[src/rtl/str_to_num_arb_if.sv]
// str_to_num_arb_if
//   Bundles every handshake bus around the shared str_to_num parser arbiter.
//   s_*  : N upstream character streams. Requester i uses s_dtm[8i+7:8i].
//   p_*  : a single character stream into the parser.
//   r_*  : the numeric result coming back from the parser.
//   m_*  : the tagged result sent downstream (m_id names the requester).
//   Modports:
//     slave  - the arbiter's view.
//     master - the surrounding system's view (sources, parser, sink).
interface str_to_num_arb_if #(
  parameter int N   = 4,
  parameter int IDW = 2
);
  logic [8*N-1:0] s_dtm;
  logic [N-1:0]   s_vld;
  logic [N-1:0]   s_rdy;
  logic [7:0]     p_dtm;
  logic           p_vld;
  logic           p_rdy;
  logic [31:0]    r_dtm;
  logic           r_vld;
  logic           r_rdy;
  logic [31:0]    m_dtm;
  logic [IDW-1:0] m_id;
  logic           m_vld;
  logic           m_rdy;

  modport slave (
    input  s_dtm, s_vld,
    output s_rdy,
    output p_dtm, p_vld,
    input  p_rdy,
    input  r_dtm, r_vld,
    output r_rdy,
    output m_dtm, m_id, m_vld,
    input  m_rdy
  );

  modport master (
    output s_dtm, s_vld,
    input  s_rdy,
    input  p_dtm, p_vld,
    output p_rdy,
    output r_dtm, r_vld,
    input  r_rdy,
    input  m_dtm, m_id, m_vld,
    output m_rdy
  );
endinterface

[src/rtl/str_to_num_arb.sv]
// str_to_num_arb
//   Shares a single str_to_num parser among N ASCII character streams.
//   A grant covers one whole message: the owner's characters are passed
//   straight through to the parser up to and including the first non-digit
//   delimiter. The arbiter then waits for the parser's number, forwards it
//   downstream tagged with the owner id, and rotates priority round-robin.
//   Ports:
//     clk    - system clock, rising edge.
//     rst_n  - asynchronous active-low reset.
//     bus    - str_to_num_arb_if.slave carrying the s_*, p_*, r_* and m_*
//              handshake buses (see the interface header).
module str_to_num_arb #(
  parameter int N   = 4,
  parameter int IDW = 2
) (
  input  logic            clk,
  input  logic            rst_n,
  str_to_num_arb_if.slave bus
);

  typedef enum logic [1:0] {
    IDLE     = 2'd0,
    STREAM   = 2'd1,
    WAIT_NUM = 2'd2
  } state_t;

  state_t         state_reg, state_next;
  logic [IDW-1:0] ptr_reg, ptr_next;
  logic [IDW-1:0] owner_reg, owner_next;

  logic [7:0]     chan_dtm [N];
  logic [N-1:0]   grant_rdy;
  logic [IDW-1:0] winner;
  logic           winner_vld;
  logic [7:0]     owner_dtm;
  logic           owner_vld;
  logic           owner_is_digit;
  logic           p_vld_c;
  logic           r_rdy_c;
  logic           m_vld_c;

  // Unpack the flat character bus and build the per-requester ready
  // vector: only the current owner sees the parser's ready, and only
  // while a message is streaming.
  generate
    for (genvar gi = 0; gi < N; gi++) begin : g_chan
      assign chan_dtm[gi]  = bus.s_dtm[8*gi +: 8];
      assign grant_rdy[gi] = (state_reg == STREAM) &&
                             (owner_reg == IDW'(gi)) && bus.p_rdy;
    end
  endgenerate

  // Round-robin pick: scan ptr, ptr+1, ... wrapping at N-1. The loop runs
  // from the farthest offset down so the nearest requester overwrites
  // any farther one. One extra index bit holds ptr+k before the wrap.
  always_comb begin
    logic [IDW:0] idx;
    idx        = '0;
    winner     = '0;
    winner_vld = 1'b0;
    for (int k = N - 1; k >= 0; k--) begin
      idx = {1'b0, ptr_reg} + (IDW+1)'(k);
      if (idx >= (IDW+1)'(N)) begin
        idx = idx - (IDW+1)'(N);
      end
      if (bus.s_vld[idx[IDW-1:0]]) begin
        winner     = idx[IDW-1:0];
        winner_vld = 1'b1;
      end
    end
  end

  assign owner_dtm      = chan_dtm[owner_reg];
  assign owner_vld      = bus.s_vld[owner_reg];
  assign owner_is_digit = (owner_dtm >= 8'h30) && (owner_dtm <= 8'h39);

  always_comb begin
    state_next = state_reg;
    ptr_next   = ptr_reg;
    owner_next = owner_reg;
    p_vld_c    = 1'b0;
    r_rdy_c    = 1'b0;
    m_vld_c    = 1'b0;
    case (state_reg)
      IDLE: begin
        if (winner_vld) begin
          owner_next = winner;
          state_next = STREAM;
        end
      end
      STREAM: begin
        // The result side stays closed here; a premature r_vld simply
        // waits until the delimiter has gone through.
        p_vld_c = owner_vld;
        if (owner_vld && bus.p_rdy && !owner_is_digit) begin
          state_next = WAIT_NUM;
        end
      end
      WAIT_NUM: begin
        m_vld_c = bus.r_vld;
        r_rdy_c = bus.m_rdy;
        if (bus.r_vld && bus.m_rdy) begin
          state_next = IDLE;
          ptr_next   = (owner_reg == IDW'(N - 1)) ? '0 : owner_reg + IDW'(1);
        end
      end
      default: begin
        state_next = IDLE;
      end
    endcase
  end

  always_ff @(posedge clk or negedge rst_n) begin
    if (!rst_n) begin
      state_reg <= IDLE;
      ptr_reg   <= '0;
      owner_reg <= '0;
    end else begin
      state_reg <= state_next;
      ptr_reg   <= ptr_next;
      owner_reg <= owner_next;
    end
  end

  // All outputs are decoded from the registered state, so an asynchronous
  // reset forces every valid/ready low without waiting for a clock edge.
  assign bus.s_rdy = grant_rdy;
  assign bus.p_dtm = owner_dtm;
  assign bus.p_vld = p_vld_c;
  assign bus.r_rdy = r_rdy_c;
  assign bus.m_dtm = bus.r_dtm;
  assign bus.m_id  = owner_reg;
  assign bus.m_vld = m_vld_c;

endmodule

[src/flat_wrapper.sv]
// flat-port wrapper written by rule: the top's interface ports become plain ports
module str_to_num_arb_flat 
#(
  parameter int N   = 4,
  parameter int IDW = 2
)
  (clk, rst_n, bus_s_dtm, bus_s_vld, bus_s_rdy, bus_p_dtm, bus_p_vld, bus_p_rdy, bus_r_dtm, bus_r_vld, bus_r_rdy, bus_m_dtm, bus_m_id, bus_m_vld, bus_m_rdy);
  str_to_num_arb_if #(.N(N), .IDW(IDW)) bus_i ();
  input  logic clk;
  input  logic rst_n;
  input wire logic [$bits(bus_i.s_dtm)-1:0] bus_s_dtm;
  input wire logic [$bits(bus_i.s_vld)-1:0] bus_s_vld;
  output wire logic [$bits(bus_i.s_rdy)-1:0] bus_s_rdy;
  output wire logic [$bits(bus_i.p_dtm)-1:0] bus_p_dtm;
  output wire logic [$bits(bus_i.p_vld)-1:0] bus_p_vld;
  input wire logic [$bits(bus_i.p_rdy)-1:0] bus_p_rdy;
  input wire logic [$bits(bus_i.r_dtm)-1:0] bus_r_dtm;
  input wire logic [$bits(bus_i.r_vld)-1:0] bus_r_vld;
  output wire logic [$bits(bus_i.r_rdy)-1:0] bus_r_rdy;
  output wire logic [$bits(bus_i.m_dtm)-1:0] bus_m_dtm;
  output wire logic [$bits(bus_i.m_id)-1:0] bus_m_id;
  output wire logic [$bits(bus_i.m_vld)-1:0] bus_m_vld;
  input wire logic [$bits(bus_i.m_rdy)-1:0] bus_m_rdy;
  assign bus_i.s_dtm = bus_s_dtm;
  assign bus_i.s_vld = bus_s_vld;
  assign bus_s_rdy = bus_i.s_rdy;
  assign bus_p_dtm = bus_i.p_dtm;
  assign bus_p_vld = bus_i.p_vld;
  assign bus_i.p_rdy = bus_p_rdy;
  assign bus_i.r_dtm = bus_r_dtm;
  assign bus_i.r_vld = bus_r_vld;
  assign bus_r_rdy = bus_i.r_rdy;
  assign bus_m_dtm = bus_i.m_dtm;
  assign bus_m_id = bus_i.m_id;
  assign bus_m_vld = bus_i.m_vld;
  assign bus_i.m_rdy = bus_m_rdy;
  str_to_num_arb #(.N(N), .IDW(IDW)) u_core (.clk(clk), .rst_n(rst_n), .bus(bus_i));
endmodule
[config.mk]
export PLATFORM = sky130hd
export DESIGN_NAME = str_to_num_arb_flat
export DESIGN_NICKNAME = d
export VERILOG_FILES = /design/src/rtl/str_to_num_arb_if.sv /design/src/rtl/str_to_num_arb.sv /design/src/flat_wrapper.sv
export SDC_FILE = /design/constraint.sdc
export NUM_CORES = 1
export LEC_CHECK = 0
export CAP_MARGIN = 20
export CORE_MARGIN = 5
export CORE_UTILIZATION = 27
export CTS_BUF_LIST = sky130_fd_sc_hd__clkbuf_16
export CTS_CLUSTER_DIAMETER = 50
export CTS_CLUSTER_SIZE = 10
export DETAILED_ROUTE_END_ITERATION = 12
export HOLD_SLACK_MARGIN = 0.12
export PLACE_DENSITY = 0.84
export SYNTH_ARGS = -nofsm -noshare
export SYNTH_HDL_FRONTEND = slang
export SYNTH_SLANG_ARGS = --single-unit
[constraint.sdc]
create_clock -name clk -period 4.2 [get_ports clk]
set_clock_uncertainty 0.05 [all_clocks]
set_input_delay 0.42 -clock clk [delete_from_list [all_inputs] [get_ports clk]]
set_output_delay 0.42 -clock clk [all_outputs]
set_load 0.01 [all_outputs]
**After elaboration in Yosys (flattened, before gate mapping)**

Cells that the tools add are included.

- Memory bits (writable): 0
- ROM bits: 0
- Memories: 0
- Logic and storage cells: 83
- Output and inout bits: 49
- Bits in latches: 0
- Input bits: 73
- Register bits: 6

- Add/subtract/negate cells: 8
- Muxes and demuxes: 33
- Equality and inequality tests: 8
- Bitwise gates (word level): 1
- Multiply operators: 0
- Divide/modulo/power cells: 0
- Reduce and logical (&&, ||, !) cells: 18
- Shift-type cells: 0
- $lt $le $gt $ge: 12

Operators with widths:

| cell | count |
|---|---|
| 2-to-1 mux 2 bit | 12 |
| binary-select mux 8 bit (select 2 bit) | 1 |
| 2-to-1 mux 8 bit | 2 |
| < comparator 2 x 3 -> 1 bit (second input constant) | 5 |
| greater-or-equal comparator 3 bit (second input constant) | 4 |
| logical AND 1 bit | 12 |
| 2-to-1 mux 1 bit | 12 |
| binary-select mux 1 bit (select 2 bit) | 5 |
| greater-or-equal comparator 8 x 6 -> 1 bit (second input constant) | 1 |
| <= comparator 8 x 6 -> 1 bit (second input constant) | 1 |
| subtractor 2 x 1 -> 2 bit (second input constant) | 4 |
| adder 2 x 2 -> 3 bit (second input constant) | 2 |
| == test 2 bit (second input constant) | 3 |
| one-hot mux 2 bit (3 select lines) | 1 |
| == test 2 x 1 -> 1 bit (second input constant) | 2 |
| zero test 2 bit | 2 |
| != test 2 x 1 -> 1 bit (second input constant) | 2 |
| AND reduction 2 bit | 2 |
| adder 2 x 1 -> 3 bit (second input constant) | 1 |
| greater-or-equal comparator 2 x 3 -> 1 bit (second input constant) | 1 |
| inverter 2 -> 3 bit | 1 |
| AND reduction 3 bit | 1 |
| adder 2 x 1 -> 2 bit (second input constant) | 1 |
| != test 2 bit (second input constant) | 1 |
| zero test 1 bit | 1 |

**Depth between registers and ports, before layout**

- Depth after elaboration: 11
- Depth in mapped cells: 5
- Depth with buffers taken out: 4

**Worst setup path before layout**

OpenSTA, ideal clock, no wires.

- Path kind: flip-flop to output port
- Start: register u_core.owner_reg[1] (netlist: u_core.bus.m_id[1])
- End: output bus_p_vld
- Required time: 3.730 ns
- Path buffers: 1
- Setup slack: 2.345 ns
- Arrival time: 1.385 ns
- Stages on the path, launching flop included: 4
- Cell sequence: dfrtp_1 -> buf_2 -> mux4_2 -> and2_1

- Word-level cells in the longest chain between the ends: 3

RTL lines:

| what | line | text |
|---|---|---|
| start, declared | str_to_num_arb.sv:29 | `logic [IDW-1:0] owner_reg, owner_next;` |
| start signal, assigned | str_to_num_arb.sv:121 | `owner_reg <= owner_next;` |
| binary-select mux 1 bit (select 2 bit) | str_to_num_arb.sv:74 | `assign owner_vld = bus.s_vld[owner_reg];` |
| 2-to-1 mux 1 bit (not written as such) | str_to_num_arb.sv:74 |  |
| 2-to-1 mux 1 bit | str_to_num_arb.sv:84 | `case (state_reg)` |
| end, declared | flat_wrapper.sv:15 | `output wire logic [$bits(bus_i.p_vld)-1:0] bus_p_vld;` |

No other way between the ends. The select of a mux whose other input is x is not followed.

**Worst setup path after layout**

- Start: register u_core.owner_reg[0] (netlist: u_core.bus.m_id[0])
- End: output bus_p_dtm[1]

- Word-level cells in the longest chain between the ends: 4

RTL lines:

| what | line | text |
|---|---|---|
| inverter 2 -> 3 bit (not written as such) | str_to_num_arb.sv:73 | `assign owner_dtm = chan_dtm[owner_reg];` |
| binary-select mux 8 bit (select 2 bit) | str_to_num_arb.sv:73 |  |
| 2-to-1 mux 8 bit (not written as such) (2 in a row) | str_to_num_arb.sv:73 |  |
| end, declared | flat_wrapper.sv:14 | `output wire logic [$bits(bus_i.p_dtm)-1:0] bus_p_dtm;` |

No other way between the ends. The select of a mux whose other input is x is not followed.

==> run_summary.xml <==
<?xml version="1.0" encoding="UTF-8"?>
<metrics>
  <group name="run_status">
    <metric name="run_status" unit="">finished, final reports clean</metric>
  </group>
  <group name="synthesis">
    <metric name="yosys.cell_types.count" unit="">28</metric>
    <metric name="synth_top_flop_cell" unit="">sky130_fd_sc_hd__dfrtp_1</metric>
    <metric name="register_area_share_after_synthesis" unit="">0.167</metric>
    <metric name="post-synth-top-area-fraction" unit="">0.267</metric>
    <metric name="avgSynthCellArea" unit="sq um">9.78</metric>
    <metric name="postSynth.asyncResetShare" unit="">1.00</metric>
    <metric name="synthTopCellsByArea" unit="">sky130_fd_sc_hd__buf_4, sky130_fd_sc_hd__mux4_2, sky130_fd_sc_hd__dfrtp_1</metric>
    <metric name="yosysWarnings" unit="">0</metric>
    <metric name="yosys_register_bits" unit="">6</metric>
    <metric name="post_synth_instance_area" unit="sq um">900</metric>
    <metric name="synth-edff-count" unit="">0</metric>
    <metric name="synth_most_common_cell" unit="">sky130_fd_sc_hd__buf_4</metric>
    <metric name="syn-num-nets" unit="">169</metric>
    <metric name="post_synthesis_instance_total" unit="">92</metric>
    <metric name="synth_area_leader_cell" unit="">sky130_fd_sc_hd__buf_4</metric>
    <metric name="synth_common_cells" unit="">sky130_fd_sc_hd__buf_4, sky130_fd_sc_hd__mux4_2, sky130_fd_sc_hd__dfrtp_1</metric>
  </group>
  <group name="floorplanning">
    <metric name="area_of_the_die" unit="sq um">4590</metric>
    <metric name="io_pins" unit="">122</metric>
    <metric name="floorplan.die.width" unit="microns">67.7</metric>
    <metric name="die_height" unit="microns">67.7</metric>
    <metric name="core_area" unit="sq um">3280</metric>
    <metric name="rows" unit="">21</metric>
    <metric name="initial_utilization" unit="">0.274</metric>
  </group>
  <group name="clock_network">
    <metric name="cts-resized-gates" unit="">0</metric>
    <metric name="clock_latency" unit="ns">0.23</metric>
    <metric name="post-cts-setup-buffers" unit="">0</metric>
    <metric name="tritoncts" unit="">built</metric>
    <metric name="cts.path.max_buffers" unit="">2</metric>
    <metric name="clk_pin_slew_worst_paths" unit="ns">0.03</metric>
    <metric name="cts_root_buf" unit="">sky130_fd_sc_hd__clkbuf_16</metric>
    <metric name="clkSinkCount" unit="">6</metric>
    <metric name="holdBufCountCts" unit="">0</metric>
    <metric name="htreeDepth" unit="">1</metric>
    <metric name="cts_buffers" unit="">3</metric>
  </group>
  <group name="final_layout">
    <metric name="final_layout_size_suffix_gt1_frac" unit="">0.0932</metric>
    <metric name="nFillCells" unit="">314</metric>
    <metric name="num-nets-final" unit="">197</metric>
    <metric name="instances_no_fill" unit="">164</metric>
    <metric name="multi_input_area" unit="sq um">482</metric>
    <metric name="regArea" unit="sq um">150</metric>
    <metric name="antennaDiodeCount" unit="">0</metric>
    <metric name="synthToLayoutAreaGrowth" unit="%">49.7</metric>
  </group>
  <group name="timing">
    <metric name="worst_hold_slack" unit="ns">0.395</metric>
    <metric name="hold_viol" unit="">0</metric>
    <metric name="fin_tns_setup" unit="ns">0</metric>
    <metric name="max_freq" unit="MHz">378</metric>
    <metric name="fin_crit" unit="ns">2.65</metric>
    <metric name="timing.final.setup_violations" unit="">0</metric>
    <metric name="timing.final.crit_share" unit="">0.630</metric>
    <metric name="timing_worst_slew_pin_value" unit="ns">0.838</metric>
    <metric name="timing.slew.headroom" unit="">0.434</metric>
    <metric name="slew_violations" unit="">0</metric>
    <metric name="grt_setup_unrepaired" unit="">no</metric>
  </group>
  <group name="routing">
    <metric name="route.vias.total" unit="">759</metric>
    <metric name="remaining_antenna_violation_count_after_routing" unit="">0</metric>
    <metric name="wire_per_inst" unit="microns">16.7</metric>
    <metric name="detail_route.drc_violations" unit="">0</metric>
    <metric name="finalWirelength" unit="mm">2.74</metric>
    <metric name="detail_route.iter0.violations" unit="">19</metric>
    <metric name="route.detailed.vias_per_inst" unit="">4.63</metric>
    <metric name="drt_first_pass_iters" unit="">8</metric>
  </group>
  <group name="global_route">
    <metric name="track_usage" unit="">0.116</metric>
    <metric name="grt_start_max_net_pins" unit="">16</metric>
    <metric name="global_route_wire_length_before_repair" unit="mm">3.89</metric>
    <metric name="antenna_found_initial" unit="">0</metric>
    <metric name="grt.overflow.total" unit="">0</metric>
    <metric name="number_of_global_route_vias_before_repair" unit="">826</metric>
  </group>
  <group name="power_and_ir_drop">
    <metric name="switching_share" unit="">0.354</metric>
    <metric name="share_seq_of_total_power" unit="">0.213</metric>
    <metric name="power_frac_clock" unit="">0.223</metric>
    <metric name="leakagePower" unit="nW">0.526</metric>
    <metric name="p_switching" unit="mW">0.244</metric>
    <metric name="power.density" unit="nW/um^2">513</metric>
    <metric name="totalPowerFinal" unit="mW">0.690</metric>
    <metric name="comb_power_share" unit="">0.564</metric>
    <metric name="ir_drop" unit="mV">0.227</metric>
    <metric name="internal_power" unit="mW">0.446</metric>
  </group>
  <group name="placement">
    <metric name="io_buffers" unit="">57</metric>
    <metric name="estimated_wirelength_of_the_detail_placed_design" unit="mm">2.35</metric>
    <metric name="dp_cells" unit="">161</metric>
    <metric name="place.gp.congestion" unit="">0.601</metric>
  </group>
  <group name="worst_setup_path">
    <metric name="crit_path_start_kind" unit="">flop</metric>
    <metric name="endpoint_kind" unit="">output port</metric>
    <metric name="critPathRequiredTime" unit="ns">3.73</metric>
    <metric name="crit_chain" unit="">mux4_1 -&gt; clkdlybuf4s50_1</metric>
    <metric name="crit_slowest_cell" unit="">sky130_fd_sc_hd__dfrtp_1</metric>
    <metric name="worst-path-max-fanout" unit="">15</metric>
    <metric name="worst_path_largest_cell_delay" unit="ns">0.77</metric>
    <metric name="crit_type" unit="">reg -&gt; out</metric>
    <metric name="timing.critical_path.arrival" unit="ns">2.18</metric>
  </group>
  <group name="run">
    <metric name="drv.max_cap_violation_count" unit="">0</metric>
  </group>
  <group name="hold_path">
    <metric name="min_path_type" unit="">in -&gt; async</metric>
  </group>
</metrics>
-- worst paths after layout --
kind	slack (ns)	to	cells past startpoint	startpoint
min in group clk	0.51	u_core.ptr_reg[0]	2	u_core.ptr_reg[0]
worst min register to register	0.51	u_core.ptr_reg[0]	2	u_core.ptr_reg[0]
worst max register to register	1.93	u_core.state_reg[1]	4	u_core.bus.m_id[0]
max in group asynchronous	3.47	u_core.bus.m_id[1]	1	rst_n
worst min-delay path	0.40	u_core.state_reg[0]	1	rst_n
worst max-delay path	1.55	bus_p_dtm[1]	2	u_core.bus.m_id[0]
-- per-layer routing --
layer | global-route usage | part of all wire
met1 | 0.102 | 0.30
met2 | 0.231 | 0.60
met3 | 0.0566 | 0.091
met4 | 0.0253 | 0.013
met5 | 0 | 0
-- worst max-delay path: cells and delay by family, from the launching register on --
kind     cells  cell delay (ns)
flops        1             0.77
mux          1             0.67
buf+inv      1             0.51
-- power groups by stage --
| stage | combinational, mW | clock, mW | sequential [mW] |
|---|---|---|---|
| 6_report | 0.389 | 0.154 | 0.147 |
| 5_1_grt | 0.425 | 0.158 | 0.155 |
| 4_1_cts | 0.395 | 0.155 | 0.147 |
| 3_5_place_dp | 0.393 | 0 | 0.147 |
| 3_3_place_gp | 0.378 | 0 | 0.145 |
| 2_1_floorplan | 0.268 | 0 | 0.113 |
-- per-stage QoR --
step | cell area [sq um] | setup WS (ns) | utilization
2_1_floorplan | 900 | 2.34 | -
3_3_place_gp | 1270 | 1.69 | 0.387
3_5_place_dp | 1270 | 1.65 | 0.387
4_1_cts | 1350 | 1.53 | 0.410
5_1_grt | 1350 | 1.43 | 0.410
6_report | 1350 | 1.55 | 0.410
-- layout by cell type (no fill, tap or decap), drive strengths merged --
cell	count
clkdlybuf4s50	57
mux4	9
dfrtp	6
and3	4
nor2	4
nand2	4
ha	4
nor2b	3
inv	3
and2	3
a21oi	3
clkbuf	3
o41ai	2
o21ai	2
nand4	1
a41oi	1
o21a	1
o22ai	1
nand3	1
mux2	1
a21boi	1
a41o	1
mux2i	1
nand2b	1
o31ai	1
-- kinds of logic (layout without fill, tap and decap cells) --
| family | count (synthesis) | count (layout) | share of synthesized area |
|---|---|---|---|
| buffers and inverters | 37 | 63 | 0.298 |
| adder cells (fa/ha/maj) | 4 | 4 | 0.0556 |
| flip-flops | 6 | 6 | 0.167 |
| AND/OR/NAND/NOR | 21 | 21 | 0.122 |
| AO/OA/AOI/OAI | 13 | 13 | 0.100 |
| multiplexers | 11 | 11 | 0.257 |
-- area by class of cell --
| cell class | count | area share |
|---|---|---|
| timing repair buffer | 57 | 0.424 |
| multi-input combinational | 49 | 0.358 |
| sequential | 6 | 0.112 |
| clock buffer | 3 | 0.0558 |
| tap | 46 | 0.0428 |
| inverter | 3 | 0.00836 |
Note: power is estimated with default switching activity, not from simulation.
